$ cat src/rtl/dip_sw_conditioner_pkg.sv
// Shared FSM state encoding and default parameter values for the DIP switch conditioner.
package dip_sw_conditioner_pkg;

    typedef enum logic [1:0] {
        IDLE    = 2'd0,
        SETTLE  = 2'd1,
        RESTART = 2'd2
    } state_e;

    localparam int DEF_WIDTH          = 32;
    localparam int DEF_SYNC_STAGES    = 2;
    localparam int DEF_STABLE_CYCLES  = 1000;
    localparam int DEF_RESTART_CYCLES = 16;

    function automatic int max_int(input int a, input int b);
        return (a > b) ? a : b;
    endfunction

endpackage

$ cat src/rtl/dip_sw_conditioner_sync_chain.sv
// Multi-flop synchroniser for raw asynchronous inputs; latency SYNC_STAGES cycles.
// No backpressure: samples every cycle, resets all stages to zero.
module sync_chain #(
    parameter int WIDTH       = 8,
    parameter int SYNC_STAGES = 2
) (
    input  logic             clk,
    input  logic             rst,
    input  logic [WIDTH-1:0] d_i,
    output logic [WIDTH-1:0] q_o
);

    logic [WIDTH-1:0] stage_q [SYNC_STAGES];

    always_ff @(posedge clk or posedge rst) begin
        if (rst) begin
            for (int i = 0; i < SYNC_STAGES; i++) begin
                stage_q[i] <= '0;
            end
        end else begin
            stage_q[0] <= d_i;
            for (int i = 1; i < SYNC_STAGES; i++) begin
                stage_q[i] <= stage_q[i-1];
            end
        end
    end

    assign q_o = stage_q[SYNC_STAGES-1];

endmodule

$ cat src/rtl/dip_sw_conditioner.sv
// Debounces a bank of DIP switches, commits stable changes and requests a timed core restart.
// Commit latency SYNC_STAGES+STABLE_CYCLES+1 edges; inputs are ignored while restarting.
module dip_sw_conditioner
    import dip_sw_conditioner_pkg::*;
#(
    parameter int WIDTH          = DEF_WIDTH,
    parameter int SYNC_STAGES    = DEF_SYNC_STAGES,
    parameter int STABLE_CYCLES  = DEF_STABLE_CYCLES,
    parameter int RESTART_CYCLES = DEF_RESTART_CYCLES
) (
    input  logic             clk,
    input  logic             rst,
    input  logic [WIDTH-1:0] sw_in,
    output logic [WIDTH-1:0] sw_stable,
    output logic             changed,
    output logic [WIDTH-1:0] changed_mask,
    output logic             core_rst,
    output logic             busy
);

    localparam int CNT_MAX = max_int(STABLE_CYCLES, RESTART_CYCLES);
    localparam int CNT_W   = (CNT_MAX > 1) ? $clog2(CNT_MAX) : 1;
    localparam logic [CNT_W-1:0] STABLE_LAST  = CNT_W'(STABLE_CYCLES - 1);
    localparam logic [CNT_W-1:0] RESTART_LAST = CNT_W'(RESTART_CYCLES - 1);

    if (SYNC_STAGES < 2) begin : g_bad_sync
        $error("SYNC_STAGES must be at least 2");
    end
    if (STABLE_CYCLES < 1) begin : g_bad_stable
        $error("STABLE_CYCLES must be at least 1");
    end
    if (RESTART_CYCLES < 1) begin : g_bad_restart
        $error("RESTART_CYCLES must be at least 1");
    end

    logic [WIDTH-1:0] sampled;
    state_e           state_q;
    logic [CNT_W-1:0] cnt_q;
    logic [WIDTH-1:0] candidate_q;
    logic [WIDTH-1:0] sw_stable_q;
    logic [WIDTH-1:0] changed_mask_q;
    logic             changed_q;
    logic             core_rst_q;

    sync_chain #(
        .WIDTH       (WIDTH),
        .SYNC_STAGES (SYNC_STAGES)
    ) u_sync (
        .clk (clk),
        .rst (rst),
        .d_i (sw_in),
        .q_o (sampled)
    );

    // core_rst_q mirrors state_q == RESTART but comes straight from a flop.
    always_ff @(posedge clk or posedge rst) begin
        if (rst) begin
            state_q        <= RESTART;
            cnt_q          <= '0;
            candidate_q    <= '0;
            sw_stable_q    <= '0;
            changed_mask_q <= '0;
            changed_q      <= 1'b0;
            core_rst_q     <= 1'b1;
        end else begin
            changed_q <= 1'b0;
            case (state_q)
                IDLE: begin
                    if (sampled != sw_stable_q) begin
                        candidate_q <= sampled;
                        cnt_q       <= '0;
                        state_q     <= SETTLE;
                    end
                end
                SETTLE: begin
                    if (sampled != candidate_q) begin
                        candidate_q <= sampled;
                        cnt_q       <= '0;
                    end else if (cnt_q != STABLE_LAST) begin
                        cnt_q <= cnt_q + 1'b1;
                    end else if (candidate_q == sw_stable_q) begin
                        cnt_q   <= '0;
                        state_q <= IDLE;
                    end else begin
                        sw_stable_q    <= candidate_q;
                        changed_mask_q <= candidate_q ^ sw_stable_q;
                        changed_q      <= 1'b1;
                        cnt_q          <= '0;
                        state_q        <= RESTART;
                        core_rst_q     <= 1'b1;
                    end
                end
                RESTART: begin
                    if (cnt_q == RESTART_LAST) begin
                        cnt_q      <= '0;
                        state_q    <= IDLE;
                        core_rst_q <= 1'b0;
                    end else begin
                        cnt_q <= cnt_q + 1'b1;
                    end
                end
                default: begin
                    cnt_q      <= '0;
                    state_q    <= RESTART;
                    core_rst_q <= 1'b1;
                end
            endcase
        end
    end

    assign sw_stable    = sw_stable_q;
    assign changed      = changed_q;
    assign changed_mask = changed_mask_q;
    assign core_rst     = core_rst_q;
    assign busy         = (state_q != IDLE);

endmodule
$ cat config.mk
export PLATFORM = sky130hd
export DESIGN_NAME = dip_sw_conditioner
export DESIGN_NICKNAME = d
export VERILOG_FILES = /design/src/rtl/dip_sw_conditioner_pkg.sv /design/src/rtl/dip_sw_conditioner_sync_chain.sv /design/src/rtl/dip_sw_conditioner.sv
export SDC_FILE = /design/constraint.sdc
export NUM_CORES = 1
export LEC_CHECK = 0
export ABC_CLOCK_PERIOD_IN_PS = 9050
export BUFFER_PORTS_ARGS = -buffer_cell sky130_fd_sc_hd__clkbuf_2
export CORE_MARGIN = 2
export CORE_UTILIZATION = 50
export DETAILED_ROUTE_END_ITERATION = 16
export HOLD_SLACK_MARGIN = 0.03
export PLACE_DENSITY = 0.71
export SLEW_MARGIN = 30
export SYNTH_ARGS = -nofsm -noshare
export SYNTH_HDL_FRONTEND = slang
export SYNTH_SLANG_ARGS = --single-unit
$ cat constraint.sdc
create_clock -name clk -period 9.05 [get_ports clk]
set_input_delay 0.4525 -clock clk [delete_from_list [all_inputs] [get_ports clk]]
set_output_delay 0.4525 -clock clk [all_outputs]
set_load 0.02 [all_outputs]
==> results of run 1 <==
worst max path at each step:
stage                       endpoint  cells past startpoint            start
global route          candidate_q[7]                      7    sw_stable[28]
floorplan             candidate_q[0]                      1              rst
global placement       sw_stable[22]                      7  candidate_q[10]
CTS                 changed_mask[31]                      7  candidate_q[10]
finish               candidate_q[27]                      7    sw_stable[28]
detailed placement     sw_stable[22]                      7  candidate_q[10]
metrics by stage:
stage / utilization / std cells
5_1_grt: 0.603 / 791
4_1_cts: 0.601 / 790
3_5_place_dp: 0.560 / 759
3_3_place_gp: 0.560 / 759
2_1_floorplan: - / 487
6_report: 0.603 / 791
registers in the layout, indices dropped and copies added (netlist names):
name	flops
state_q	2
u_sync.q_o	32
candidate_q	32
changed_mask	32
core_rst	1
cnt_q	10
changed	1
sw_stable	32
u_sync.stage_q	32
Yosys cell counts, types with 3 or more instances:
cell	n
sky130_fd_sc_hd__xnor2_1	63
sky130_fd_sc_hd__nand2_1	7
sky130_fd_sc_hd__nor4_1	8
sky130_fd_sc_hd__mux2_2	48
sky130_fd_sc_hd__buf_4	4
sky130_fd_sc_hd__nor2b_1	4
sky130_fd_sc_hd__dfrtp_1	172
sky130_fd_sc_hd__mux2_1	51
sky130_fd_sc_hd__buf_6	5
sky130_fd_sc_hd__a31oi_1	3
sky130_fd_sc_hd__and3_1	3
sky130_fd_sc_hd__nor4_2	3
sky130_fd_sc_hd__xor2_1	33
sky130_fd_sc_hd__ha_1	6
sky130_fd_sc_hd__a22o_1	5
sky130_fd_sc_hd__nand3_1	4
sky130_fd_sc_hd__nor3_1	6
sky130_fd_sc_hd__nor2_1	6
sky130_fd_sc_hd__o21ai_0	8
sky130_fd_sc_hd__inv_1	7
sky130_fd_sc_hd__nand4_1	18
area by class of cell:
class                      count  area share
inverter                       7     0.00374
clock inverter                13      0.0158
sequential                   174       0.521
clock buffer                  18      0.0513
multi-input combinational    295       0.315
tap                          180      0.0269
timing repair buffer         104      0.0662
power groups by stage:
stage               registers [mW]  clock network (mW)  logic, mW
floorplan                    0.829                   0     0.0433
CTS                          0.820               0.707     0.0681
finish                       0.820               0.694     0.0666
detailed placement           0.834                   0     0.0675
global route                 0.822               0.745     0.0735
global placement             0.833                   0     0.0664
per-layer routing:
layer	vias to the layer above	share of wire
met5	-	0
met4	0	0.021
met3	17	0.048
met2	105	0.48
met1	2129	0.45
li1	1926	-
cell families (layout without fill, tap and decap cells):
kind of cell             count (synthesis)  after routing  synth area share
adder cells (fa/ha/maj)                  6              6            0.0106
AO/OA/AOI/OAI                           25             25            0.0245
flip-flops                             174            174             0.613
multiplexers                           101            101             0.160
buffers and inverters                   18            142            0.0171
AND/OR/NAND/NOR                         67             67            0.0572
XOR/XNOR                                96             96             0.118
==> flow_summary_export.csv, run 1 <==
group,metric,value,unit
outcome,status,"complete, no violations",
worst_setup_path,r2r_start,"sw_stable[28]",
grt,grt-busiest-layer,"met2",
worst_hold_path,worstHoldPathCells,1,
die,initial_utilization,0.512,
die,die-area,0.0152,mm²
synthesis,yosys_most_used_dff,"sky130_fd_sc_hd__dfrtp_1",
sta,timing.final.crit_share,0.347,
sta,finalCriticalPeriod,3140,ps
synthesis,cell_count_after_synthesis,487,
worst_setup_path,r2r.worst_path.cells,7,
synthesis,netlist_area,0.00711,mm²
sta,timing_worst_slew_pin_value,775,ps
worst_setup_path,timing.critical_path.to_type,"flip-flop",
finish,areaGrowthSynthToFinish,17.7,%
sta,worst_clock_skew,10.8,ps
die,die_height,123,µm
placed_design,placement.cell_area,0.00778,mm²
placed_design,placement.io_buffers,100,
routing,drc,0,
cts,clock_transition_at_the_register_clock_pins_on_the_worst_setup_and_hold_paths_after_cts,70,ps
grt,grt.met2_usage,0.327,
placed_design,hpwlAfterDp,10900,µm
sta,slew_headroom,0.483,
synthesis,post_synth_num_cell_types,39,
worst_setup_path,worstSetupStartpointType,"flip-flop",
cts,post_cts.resized_instances,0,
power_and_ir_drop,seq_power_share,0.519,
cts,h_tree_depth,4,
grt,use_met3,0.0535,
power_and_ir_drop,switching_power,0.368,mW
sta,finalMaxSlewViolations,0,
cts,worstSkewPairLatency,420,ps
synthesis,yosysWarningCount,0,
finish,seq_area,0.00436,mm²
sta,finalHoldWorstSlack,130,ps
worst_hold_path,hold_start,"sw_in[21]",
cts,cts_root_buffer,"sky130_fd_sc_hd__clkbuf_16",
grt,grt_max_degree,90,
finish,mostFrequentLayoutCell,"sky130_fd_sc_hd__dfrtp_1",
grt,grt_first_pass_wirelength,24000,µm
worst_setup_path,cp_peak_stage_delay,490,ps
power_and_ir_drop,finalPower,1.58,mW
grt,global_route.usage.met1,0.299,
placed_design,dpl_worst_slack,5570,ps
power_and_ir_drop,sw_frac_of_total,0.233,
die,core_region,0.0139,mm²
die,die_w,123,µm
grt,first_global_vias,4302,
power_and_ir_drop,combinationalPowerShare,0.042,
sta,fmaxAchievable,319,MHz
finish,post_route_cells_drive_above_1_share,0.318,
worst_hold_path,timing.hold.worst.class,"input pin to flip-flop",
power_and_ir_drop,cellPowerDensity,189,mW/mm²
sta,accumulated_negative_setup_slack,0,ps
placed_design,gp_congestion,0.794,
sta,finalHoldViolCount,0,
grt,grt.overflow.total,0,
die,boundaryPins,101,
worst_setup_path,critical_path_s_top_delay_family,"simple AND/OR/NAND/NOR gates",
finish,antenna_cells_inserted,0,
finish,final_cell_area,0.00837,mm²
synthesis,yosysTopAreaCell,"sky130_fd_sc_hd__dfrtp_1",
finish,nets,639,
worst_setup_path,critPathSlowestCell,"sky130_fd_sc_hd__nor4_2",
worst_setup_path,end_of_the_worst_register_to_register_path,"candidate_q[27]",
sta,setup_ws,5910,ps
power_and_ir_drop,internal_power,1.21,mW
synthesis,top_cell_type_s_share_of_synthesized_area,0.605,
routing,vias,4177,
synthesis,syn_area_per_cell,14.6,µm²
synthesis,synthesis.nets,527,
routing,drt-pass1-iter-count,4,
routing,wire_per_inst,19.2,µm
routing,final_routed_wirelength_across_all_metal_layers,15200,µm
worst_setup_path,critPathBufInv,1,
worst_hold_path,worst_hold_path.endpoint,"u_sync.stage_q[53]",
cts,clock_sink_count,174,
power_and_ir_drop,clock_power_share,0.439,
worst_setup_path,required_time_worst_endpoint,9350,ps
die,core.rowCount,43,
grt,grt_usage,0.215,
worst_setup_path,timing.critical_path.fanout_max,22,
worst_setup_path,setup.worst_path.class,"flip-flop to flip-flop",
cts,cts.repair_timing.setup_buffer_count,0,
power_and_ir_drop,static-leakage-power,4.01,nW
synthesis,postSynth.asyncResetShare,1.00,
finish,layout.cells.most_common_list,"sky130_fd_sc_hd__dfrtp_1, sky130_fd_sc_hd__clkbuf_2, sky130_fd_sc_hd__xnor2_1, sky130_fd_sc_hd__mux2_1, sky130_fd_sc_hd__mux2_2",
grt,grt_antenna_before_repair,0,
sta,finalSetupViolCount,0,
routing,postRouteAntennaNets,0,
finish,fillerInstances,1095,
finish,multi_input_comb_area,0.00264,mm²
cts,tritoncts,"yes",
cts,cts-root-to-sink-buffers,2,
routing,drtIter0Drc,254,
synthesis,yosys-top-cells-area,"sky130_fd_sc_hd__dfrtp_1, sky130_fd_sc_hd__mux2_1, sky130_fd_sc_hd__xnor2_1, sky130_fd_sc_hd__mux2_2, sky130_fd_sc_hd__xor2_1",
power_and_ir_drop,max-vdd-ir-drop,143,µV
worst_setup_path,crit_chain,"xnor2_1 -> nand4_1 -> nor4_2 -> nand3_2 -> o211ai_2 -> buf_4 -> mux2_2",
cts,cts_buffers,17,
cts,cts_hold_buffers,0,
synthesis,ys_seq_elements,174,
run,timing.max_cap.violations,0,
worst_setup_path,worst_reg_to_reg_setup_slack,5910,ps
synthesis,synth_enable_flop_cells,0,
worst_setup_path,critPathArrivalTime,3440,ps
synthesis,portion_of_the_post_synthesis_area_used_by_sequential_elements,0.613,
routing,drt-vias-per-instance,5.28,
sta,rsz0062_at_grt,"false",
Note: power is estimated with default switching activity, not from simulation.
==> run 2, diff against run 1 <==
--- a/config.mk
+++ b/config.mk
@@ -5,7 +5,7 @@
 export SDC_FILE = /design/constraint.sdc
 export NUM_CORES = 1
 export LEC_CHECK = 0
-export ABC_CLOCK_PERIOD_IN_PS = 9050
+export ABC_CLOCK_PERIOD_IN_PS = 2900
 export BUFFER_PORTS_ARGS = -buffer_cell sky130_fd_sc_hd__clkbuf_2
 export CORE_MARGIN = 2
 export CORE_UTILIZATION = 50
==> constraint.sdc (replaced) <==
create_clock -name clk -period 2.9 [get_ports clk]
set_input_delay 0.145 -clock clk [delete_from_list [all_inputs] [get_ports clk]]
set_output_delay 0.145 -clock clk [all_outputs]
set_load 0.02 [all_outputs]
==> flow_summary_export.csv, run 2 (synthesis results as in run 1) <==
group,metric,value,unit
routing,drt-vias-per-instance,5.21,
sta,finalMaxSlewViolations,0,
power_and_ir_drop,cellPowerDensity,573,mW/mm²
sta,fmaxAchievable,372,MHz
sta,finalHoldWorstSlack,349,ps
finish,multi_input_comb_area,0.00264,mm²
placed_design,placement.io_buffers,100,
sta,accumulated_negative_setup_slack,0,ps
routing,drtIter0Drc,240,
worst_setup_path,timing.critical_path.fanout_max,41,
power_and_ir_drop,switching_power,1.21,mW
die,core_region,0.0139,mm²
placed_design,gp_congestion,0.849,
routing,wire_per_inst,18.4,µm
run,timing.max_cap.violations,0,
worst_setup_path,timing.critical_path.to_type,"flip-flop",
cts,post_cts.resized_instances,0,
routing,drt-pass1-iter-count,4,
cts,tritoncts,"yes",
routing,final_routed_wirelength_across_all_metal_layers,15200,µm
power_and_ir_drop,clock_power_share,0.443,
finish,areaGrowthSynthToFinish,23.8,%
finish,mostFrequentLayoutCell,"sky130_fd_sc_hd__dfrtp_1",
finish,antenna_cells_inserted,0,
sta,finalHoldViolCount,0,
cts,cts_buffers,17,
grt,grt_usage,0.214,
die,die-area,0.0152,mm²
power_and_ir_drop,sw_frac_of_total,0.240,
die,initial_utilization,0.512,
die,die_w,123,µm
sta,timing_worst_slew_pin_value,718,ps
finish,post_route_cells_drive_above_1_share,0.309,
cts,cts-root-to-sink-buffers,2,
worst_setup_path,crit_path_start,"sw_stable[25]",
cts,h_tree_depth,4,
grt,grt.overflow.total,0,
worst_hold_path,timing.hold.worst.class,"flip-flop to flip-flop",
power_and_ir_drop,seq_power_share,0.508,
sta,finalCriticalPeriod,2690,ps
sta,rsz0062_at_grt,"false",
worst_setup_path,critPathArrivalTime,2990,ps
finish,fillerInstances,1053,
power_and_ir_drop,max-vdd-ir-drop,445,µV
routing,postRouteAntennaNets,0,
grt,grt_max_degree,175,
outcome,status,"complete, no violations",
routing,vias,4328,
routing,drc,0,
sta,timing.final.crit_share,0.927,
finish,layout.cells.most_common_list,"sky130_fd_sc_hd__dfrtp_1, sky130_fd_sc_hd__clkbuf_2, sky130_fd_sc_hd__xnor2_1, sky130_fd_sc_hd__mux2_1, sky130_fd_sc_hd__mux2_2",
cts,clock_transition_at_the_register_clock_pins_on_the_worst_setup_and_hold_paths_after_cts,70,ps
sta,worst_clock_skew,14.0,ps
die,core.rowCount,43,
worst_setup_path,setup.worst_path.class,"flip-flop to flip-flop",
grt,grt_antenna_before_repair,0,
sta,slew_headroom,0.520,
power_and_ir_drop,static-leakage-power,4.18,nW
worst_setup_path,worstSetupStartpointType,"flip-flop",
worst_setup_path,required_time_worst_endpoint,3210,ps
sta,finalSetupViolCount,0,
grt,grt_first_pass_wirelength,23700,µm
cts,worstSkewPairLatency,440,ps
worst_hold_path,hold_start,"u_sync.stage_q[56]",
die,boundaryPins,101,
cts,clock_sink_count,174,
die,die_height,123,µm
power_and_ir_drop,internal_power,3.83,mW
worst_setup_path,r2r_start,"sw_stable[25]",
finish,nets,677,
power_and_ir_drop,combinationalPowerShare,0.049,
cts,cts_root_buffer,"sky130_fd_sc_hd__clkbuf_16",
placed_design,hpwlAfterDp,10600,µm
finish,seq_area,0.00436,mm²
grt,first_global_vias,4368,
-- run 2: cell count changes in the layout (fill, tap and decap cells not counted), sizes merged --
| cell | previous run | this run |
|---|---|---|
| dlygate4sd3 | 0 | 33 |
| clkbuf | 118 | 117 |
| inv | 12 | 14 |
| clkinv | 5 | 3 |
| buf | 4 | 9 |
| clkinvlp | 2 | 4 |
-- run 2: final cells by class --
| cell class | count | share of cell area |
|---|---|---|
| multi-input combinational | 295 | 0.300 |
| inverter | 7 | 0.00341 |
| clock buffer | 17 | 0.0484 |
| sequential | 174 | 0.495 |
| clock inverter | 15 | 0.0175 |
| timing repair buffer | 142 | 0.110 |
| tap | 180 | 0.0256 |
-- run 2: worst paths after layout --
| path | end | slack (ps) | cells after the start |
|---|---|---|---|
| hold / removal | u_sync.q_o[24] | 350 | 0 |
| setup reg to reg | sw_stable[29] | 210 | 8 |
| setup / recovery | sw_stable[29] | 210 | 8 |
| hold reg to reg | u_sync.q_o[24] | 350 | 0 |
| min in group asynchronous | u_sync.stage_q[43] | 360 | 4 |
| max in group asynchronous | state_q[1] | 1730 | 5 |
-- run 2: per-stage QoR --
stage	util	instance area (µm²)	worst slack (ps)	cells	power (mW)
2_1_floorplan	-	7110	532	487	2.72
3_3_place_gp	0.566	7860	269	764	2.81
3_5_place_dp	0.566	7860	263	764	2.82
4_1_cts	0.632	8770	255	829	5.07
5_1_grt	0.634	8800	78.6	830	5.22
6_report	0.634	8800	212	830	5.04
-- run 2: power by group through the flow --
stage,Sequential (mW),Combinational (mW),Clock (mW)
2_1_floorplan,2.59,0.135,0
3_3_place_gp,2.60,0.211,0
3_5_place_dp,2.60,0.212,0
4_1_cts,2.56,0.248,2.27
5_1_grt,2.57,0.273,2.38
6_report,2.56,0.247,2.24
-- run 2: what timing repair did --
| action | CTS | global route |
|---|---|---|
| hold buffers | 33 | 0 |
| buffers inserted | 0 | 0 |
| hold endpoints to repair | 40 | 0 |
-- run 2: layer usage --
layer	routed length, µm	global-route usage	up-vias	share of wire
met5	0	0	-	0
met4	485	0.104	0	0.032
met3	722	0.0577	34	0.047
met2	7030	0.317	97	0.46
met1	7000	0.293	2190	0.46
li1	-	-	2007	-
-- run 2: critical path, stage by stage (launching register included) --
cell                      delay, ps
sky130_fd_sc_hd__dfrtp_1        450
sky130_fd_sc_hd__xor2_1         220
sky130_fd_sc_hd__nor4_1         460
sky130_fd_sc_hd__buf_4          190
sky130_fd_sc_hd__nand4_1        140
sky130_fd_sc_hd__o21ai_0        420
sky130_fd_sc_hd__nor2_4          90
sky130_fd_sc_hd__buf_12         210
sky130_fd_sc_hd__mux2_1         340
